===== config.mk =====
export PLATFORM = sky130hd
export DESIGN_NAME = hd_elastic_buffer
export DESIGN_NICKNAME = d
export VERILOG_FILES = /design/src/rtl/hd_pkg.sv /design/src/rtl/hd_buf_mem.sv /design/src/rtl/hd_elastic_buffer.sv
export SDC_FILE = /design/constraint.sdc
export NUM_CORES = 1
export LEC_CHECK = 0
export BUFFER_PORTS_ARGS = -buffer_cell sky130_fd_sc_hd__buf_4
export CAP_MARGIN = 20
export CELL_PAD_IN_SITES_DETAIL_PLACEMENT = 0
export CELL_PAD_IN_SITES_GLOBAL_PLACEMENT = 1
export CORE_ASPECT_RATIO = 2
export CORE_UTILIZATION = 35
export DETAILED_ROUTE_END_ITERATION = 10
export PLACE_DENSITY = 0.7
export SYNTH_ARGS = -nofsm -noshare
export SYNTH_HDL_FRONTEND = slang
export SYNTH_SLANG_ARGS = --single-unit

===== constraint.sdc =====
create_clock -name clk -period 2.65 [get_ports clk]
set_input_delay 0.265 -clock clk [delete_from_list [all_inputs] [get_ports clk]]
set_output_delay 0.265 -clock clk [all_outputs]
set_load 0.005 [all_outputs]

===== src/rtl/hd_pkg.sv =====
// Shared types, widths and pointer helpers for the hd_elastic_buffer slice.
// The optional level port (macro HD_BUF_LEVEL_EN) is sized with hd_cnt_w().
package hd_pkg;

    localparam int HD_DEFAULT_DATA_WIDTH = 32;
    localparam int HD_PTR_MAX_W          = 16;

    // Wide container for pointer arithmetic; callers truncate to their own width.
    typedef logic [HD_PTR_MAX_W-1:0] hd_ptr_t;

    function automatic int hd_cnt_w(input int depth);
        return $clog2(depth + 1);
    endfunction

    // Wraps from depth-1 to 0 for any depth, power of two or not.
    function automatic hd_ptr_t hd_ptr_inc(input hd_ptr_t ptr, input int depth);
        return (ptr == hd_ptr_t'(depth - 1)) ? '0 : ptr + hd_ptr_t'(1);
    endfunction

endpackage


===== src/rtl/hd_buf_mem.sv =====
// DEPTH x DATA_WIDTH register array with one synchronous write port and a
// combinational read port.
module hd_buf_mem
    import hd_pkg::*;
#(
    parameter int DATA_WIDTH = HD_DEFAULT_DATA_WIDTH,
    parameter int DEPTH      = 4,
    parameter int PTR_W      = 2
) (
    input  logic                  clk,
    input  logic                  wr_en,
    input  logic [PTR_W-1:0]      wr_ptr,
    input  logic [DATA_WIDTH-1:0] wdata,
    input  logic [PTR_W-1:0]      rd_ptr,
    output logic [DATA_WIDTH-1:0] rdata
);

    logic [DATA_WIDTH-1:0] mem_q [DEPTH];

    // NOTE: the array has no reset; count gates every read, so stale contents are never visible.
    always_ff @(posedge clk) begin
        if (wr_en) begin
            mem_q[wr_ptr] <= wdata;
        end
    end

    assign rdata = mem_q[rd_ptr];

endmodule


===== src/rtl/hd_elastic_buffer.sv =====
// DEPTH-entry first-word-fall-through valid/ready elastic buffer with synchronous flush.
// Optional macro HD_BUF_LEVEL_EN adds a registered 'level' output equal to the fill count.
module hd_elastic_buffer
    import hd_pkg::*;
#(
    parameter  int DATA_WIDTH = HD_DEFAULT_DATA_WIDTH,
    parameter  int DEPTH      = 4,
    localparam int CNT_W      = hd_cnt_w(DEPTH),
    localparam int PTR_W      = $clog2(DEPTH)
) (
    input  logic                  clk,
    input  logic                  rst,
    input  logic                  flush,
    input  logic [DATA_WIDTH-1:0] data_src,
    input  logic                  valid,
    output logic                  ready_output,
    output logic                  valid_output,
    output logic [DATA_WIDTH-1:0] data_dest,
    input  logic                  ready
`ifdef HD_BUF_LEVEL_EN
    ,
    output logic [CNT_W-1:0]      level
`endif
);

    logic [PTR_W-1:0]      wr_ptr_q, wr_ptr_d;
    logic [PTR_W-1:0]      rd_ptr_q, rd_ptr_d;
    logic [CNT_W-1:0]      count_q, count_d;
    logic                  push, pop;
    logic [DATA_WIDTH-1:0] rdata;

    // Upstream ready comes from state and flush only, never from downstream ready.
    assign ready_output = ~rst & ~flush & (count_q != CNT_W'(DEPTH));
    assign valid_output = (count_q != '0);
    assign push         = valid & ready_output;
    assign pop          = valid_output & ready;

    always_comb begin
        // NOTE: every next-state signal is given its held value first, so no path infers a latch.
        wr_ptr_d = wr_ptr_q;
        rd_ptr_d = rd_ptr_q;
        count_d  = count_q;
        if (flush) begin
            wr_ptr_d = '0;
            rd_ptr_d = '0;
            count_d  = '0;
        end else begin
            if (push) wr_ptr_d = PTR_W'(hd_ptr_inc(hd_ptr_t'(wr_ptr_q), DEPTH));
            if (pop)  rd_ptr_d = PTR_W'(hd_ptr_inc(hd_ptr_t'(rd_ptr_q), DEPTH));
            case ({push, pop})
                2'b10:   count_d = count_q + CNT_W'(1);
                2'b01:   count_d = count_q - CNT_W'(1);
                default: count_d = count_q;
            endcase
        end
    end

    // NOTE: non-blocking assignments so every register samples the same pre-edge values.
    always_ff @(posedge clk or posedge rst) begin
        if (rst) begin
            wr_ptr_q <= '0;
            rd_ptr_q <= '0;
            count_q  <= '0;
        end else begin
            wr_ptr_q <= wr_ptr_d;
            rd_ptr_q <= rd_ptr_d;
            count_q  <= count_d;
        end
    end

    hd_buf_mem #(
        .DATA_WIDTH (DATA_WIDTH),
        .DEPTH      (DEPTH),
        .PTR_W      (PTR_W)
    ) u_mem (
        .clk    (clk),
        .wr_en  (push),
        .wr_ptr (wr_ptr_q),
        .wdata  (data_src),
        .rd_ptr (rd_ptr_q),
        .rdata  (rdata)
    );

    assign data_dest = valid_output ? rdata : '0;

`ifdef HD_BUF_LEVEL_EN
    assign level = count_q;
`endif

endmodule

Word-level counts from Yosys, hierarchy flattened
Memory sizes are Yosys's and may differ from the RTL's.
Index checks and enable logic that the tools add are counted.
{"block": "word_totals", "ff_bits": 7, "latch_bits": 0, "mem_bits_rw": 128, "romBits": 0, "in_bits": 37, "out_inout_bits": 34, "elab_cells": 34, "mem_count": 1}
{"block": "classes", "n_addsub": 4, "n_mul": 0, "div": 0, "order_cmp": 0, "eq_ne": 5, "shifts": 0, "mux": 11, "n_bitwise": 6, "n_reduce_logical": 4}
{"name": "u_mem.mem_q", "depth": 4, "width": 32, "rd": 1, "rd_ports_with_merged_regs": 0, "wr": 1, "line_no": "hd_buf_mem.sv:18", "source": "logic [DATA_WIDTH-1:0] mem_q [DEPTH];"}
{"op": "$mux 32", "count": 1}
{"op": "$mux 2", "count": 6}
{"op": "$eq 2x2->1 const B", "count": 3}
{"op": "$pmux 3 s2", "count": 1}
{"op": "$reduce_bool 3->1", "count": 2}
{"op": "$add 2x1->2 const B", "count": 2}
{"op": "$and 1x1->1", "count": 4}
{"op": "$reduce_bool 2->1", "count": 2}
{"op": "$add 3x1->3 const B", "count": 1}
{"op": "$mux 3", "count": 1}
{"op": "$ne 3x3->1 const B", "count": 1}
{"op": "$sub 3x1->3 const B", "count": 1}
{"op": "$eq 2x1->1 const B", "count": 1}
{"op": "$mux 1", "count": 2}
{"op": "$not 1->1", "count": 2}

Logic depth before layout (Yosys ltp)
{"block": "depth", "ltp_word": 7, "depth_mapped": 6}

By module
From an unflattened synthesis, not the netlist that was laid out.
{"block": "unflattened", "cells_unflattened": 253, "hier_area_um2": 5377.7}
{"mod": "hd_buf_mem", "n_inst": 1, "cells_per_inst": 171, "area_each_um2": 4689.5, "seq_area_each_um2": 3843.7}
{"mod": "hd_elastic_buffer", "n_inst": 1, "cells_per_inst": 82, "area_each_um2": 688.2, "seq_area_each_um2": 175.2}

Worst setup path after synthesis
Ideal clock, no wire load.
{"block": "synth_timing", "path_type": "register to register", "startpoint": "reg count_q[1]", "endpoint": "reg count_q[2]", "setup_time_ps": 128, "arrival_ps": 1920, "t_required_ps": 2522, "setup_slack_ps": 602, "stages_incl_launch_ff": 7, "n_path_buf": 0, "synth_period_minus_slack_ps": 2048, "path_cell_list": "dfrtp_1 o31ai_2 a21oi_1 fa_1 and2_1 mux2i_1 mux2_1"}
{"block": "synth_via", "elab_chain_cells": 6}
{"item": "start: declaration", "line_no": "hd_elastic_buffer.sv:28", "source": "logic [CNT_W-1:0] count_q, count_d;"}
{"item": "start signal: assignment", "line_no": "hd_elastic_buffer.sv:67", "source": "count_q <= count_d;"}
{"item": "$ne 3x3->1", "line_no": "hd_elastic_buffer.sv:33", "source": "assign ready_output = ~rst & ~flush & (count_q != CNT_W'(DEPTH));"}
{"item": "$and 1x1->1", "line_no": "hd_elastic_buffer.sv:33"}
{"item": "$and 1x1->1", "line_no": "hd_elastic_buffer.sv:35", "source": "assign push = valid & ready_output;"}
{"item": "$eq 2x1->1 or $eq 2x2->1 (tied branches)", "line_no": "hd_elastic_buffer.sv:50", "source": "case ({push, pop})"}
{"item": "$pmux 3 s2", "line_no": "hd_elastic_buffer.sv:50"}
{"item": "$mux 3", "line_no": "hd_elastic_buffer.sv:43", "source": "if (flush) begin"}
Several ways; a longest one is shown, not always the timed one.
A chain may end at the register's enable or synchronous reset.

Final worst setup path
{"block": "layout_timing", "startpoint": "reg rd_ptr_q[0]", "endpoint": "out data_dest[22]"}
{"block": "layout_via", "elab_chain_cells": 2}
{"item": "start: declaration", "line_no": "hd_elastic_buffer.sv:27", "source": "logic [PTR_W-1:0] rd_ptr_q, rd_ptr_d;"}
{"item": "start signal: assignment", "line_no": "hd_elastic_buffer.sv:66", "source": "rd_ptr_q <= rd_ptr_d;"}
{"item": "$mem_v2 4x32"}
{"item": "$mux 32", "line_no": "hd_elastic_buffer.sv:84", "source": "assign data_dest = valid_output ? rdata : '0;"}
{"item": "end: declaration", "line_no": "hd_elastic_buffer.sv:18", "source": "output logic [DATA_WIDTH-1:0] data_dest,"}
Every way passes these cells.

==> metrics <==
fmax 0.4315 GHz; initial antenna violation count 0; final hold violation count 0; clock sinks 135; CP max stage delay between 0.5 and 0.6 ns; unrepaired setup endpoints after global routing false; TNS Setup 0 ns; pin count of the biggest net entering global routing 35; Synth Area per Inst 21.00 sq um; # rows between 60 and 70; Synthesized Nets slightly below 300; number of vias per cell between 4 and 5; Hold/Removal Path Class primary input to register; sequential share of the synthesized area 0.7535; vias in the first global route ~2800; Overall Global Routing Usage 0.1360; pwr/cell area roughly 990 mW/mm^2; most common cell after layout, fill and taps aside edfxtp_1; Final Power slightly below 7 mW; # diodes 0; crit path launch type register; worst skew pair latency between 0.4 and 0.5 ns; DR DRC count 0; peak supply drop roughly 620 uV; clk buf depth 2; Yosys reg bits roughly 140; die extent in y around 180 um; Lkg Pwr about 2.4 nW; minimum clock period about 2.3 ns; post-synth top area cell edfxtp_1; first-pass GRT wire length between 10000 and 15000 um; Setup Buffers After CTS 0; Synth Instances between 200 and 300; clk slew on worst S/H paths ~0.06 ns; Worst Tran Pin Value 0.4617 ns; Num CTS Buffers 17; cell-by-cell trace of the critical path buf_4 > mux4_2 > and2_1 > buf_4; die width just under 90 um; Initial Utilization 0.3599; status completed; worst hold endpoint u_mem.mem_q[3][4]; Die ar. roughly 0.016 sq mm; setup slack, reg-to-reg between 0.6 and 0.7 ns; Fin Clk Skew 0.006605 ns; routability cong. 0.7227; register area roughly 0.004 sq mm; synth top area cells edfxtp_1 72%, mux4_2 14%, and2_1 3.9%; Most common cell on crit path buf_4; CTS hold repair buffers 1; Routed WL approximately 9600 um; nature of the critical path endpoint primary output; core area roughly 0.015 sq mm; HPWL Detailed around 6200 um; Netlist cell types 28; synthesis warning total 0; Fillers roughly 1300; Slowest cell on crit path mux4_2; wire per inst between 15 and 20 um; Hold Path Origin data_src[4]; grt total ovfl 0; Post-CTS Resized 0; ANT nets after route 0; Crit path max-delay family multiplexers; number of cells on the worst hold path 1; Worst EP arrival ~2.1 ns; crit path kind register to primary output; area share of the largest cell type after synthesis 0.7206; crit-path max FO 21; share of cells above drive strength 1 0.4438; via count between 2000 and 3000; Area Growth Syn to Fin 28.10%; H-Tree Level Count 4; Req. time, crit path approximately 2.4 ns; Worst Reg-to-Reg Cells 7; most frequent cells in the layout 128 x edfxtp_1, 79 x buf_4, 33 x and2_1; Final period util 0.8745; max-cap viol count 0; Clock Root Buffer clkbuf_16; DR iter-0 viols between 100 and 150; Final #Nets 385; Port Buffers 70; Synth Cell Area approximately 0.0053 sq mm; CTS tree yes; setup violators final 0; Final Slew Violations 0; CP Buf/Inv Count 2; worst reg2reg startpoint count_q[1]; multi-input logic area between 0.001 and 0.0015 sq mm; io pins 71; r2r endpoint count_q[2]; Max-slew headroom 0.6922; drt pass-1 iters 4
[worst max path at each step]
stage	start	end	depth (start not counted)
final	rd_ptr_q[0]	data_dest[22]	4
after detailed placement	flush	count_q[2]	7
after CTS	rd_ptr_q[0]	data_dest[29]	4
after global placement	flush	count_q[2]	7
after floorplan	count_q[1]	count_q[2]	6
after global routing	rd_ptr_q[0]	data_dest[22]	4
[sequential cells by signal (all words and copies together), names as in the netlist]
signal,flops
wr_ptr_q,2
u_mem.mem_q,128
rd_ptr_q,2
count_q,3
[cell usage after synthesis]
library cell / instances
nand2_1: 1
nor3b_2: 1
mux2_4: 1
mux2i_1: 3
mux4_2: 32
nor2_1: 6
nor2b_1: 2
xnor2_2: 1
dfrtp_1: 7
and3_1: 4
o31ai_2: 1
nand2_4: 1
nand3_1: 1
buf_2: 4
nand2b_1: 2
a21oi_1: 2
nor3b_1: 1
clkbuf_1: 8
edfxtp_1: 128
or3_1: 2
buf_4: 1
or3b_4: 1
ha_1: 4
mux2_1: 1
and2_1: 33
inv_1: 3
fa_1: 1
xor2_1: 2
[logic make-up after synthesis]
logic type | share of synthesized area
muxes | 0.1457
and+or+nand+nor | 0.06427
buffers and inverters | 0.01290
adders and majority gates | 0.01314
DFF | 0.7535
xor gates and xnor gates | 0.006335
AOI/OAI and AO/OA | 0.004222
[routing by layer]
layer,GRT usage,vias up,share of wire
met2,0.2309,53,0.56
li1,-,1187,-
met4,0.07870,0,0.039
met1,0.1479,1323,0.37
met5,0,-,0
met3,0.03787,22,0.032
[layout make-up]
| class | count | share of cell area |
|---|---|---|
| Tap cell | 195 | 0.03571 |
| Inverter | 3 | 0.001648 |
| Sequential cell | 135 | 0.5885 |
| Timing Repair Buffer | 83 | 0.09705 |
| Clock buffer | 17 | 0.06226 |
| Multi-Input combinational cell | 103 | 0.1831 |
| Clock inverter | 15 | 0.03168 |
[per-stage QoR]
stage	cells	util	hold slack (ns)	setup WS, ns	cell area, sq um
final	551	0.4611	0.05351	0.3325	6833
after global routing	551	0.4611	0.03330	0.2107	6833
after CTS	551	0.4611	0.03764	0.2826	6833
after detailed placement	518	0.4171	0.2495	0.5453	6181
after global placement	518	0.4171	0.2385	0.5539	6181
after floorplan	254	-	0.06840	0.6023	5334
[power by group]
| part | leakage, nW | total (mW) | internal, mW | switching (mW) |
|---|---|---|---|---|
| registers | 1.25 | 2.46 | 2.41 | 0.0485 |
| logic | 0.860 | 1.77 | 1.01 | 0.767 |
| clock network | 0.313 | 2.51 | 1.60 | 0.907 |
Note: power is estimated with default switching activity, not from simulation.
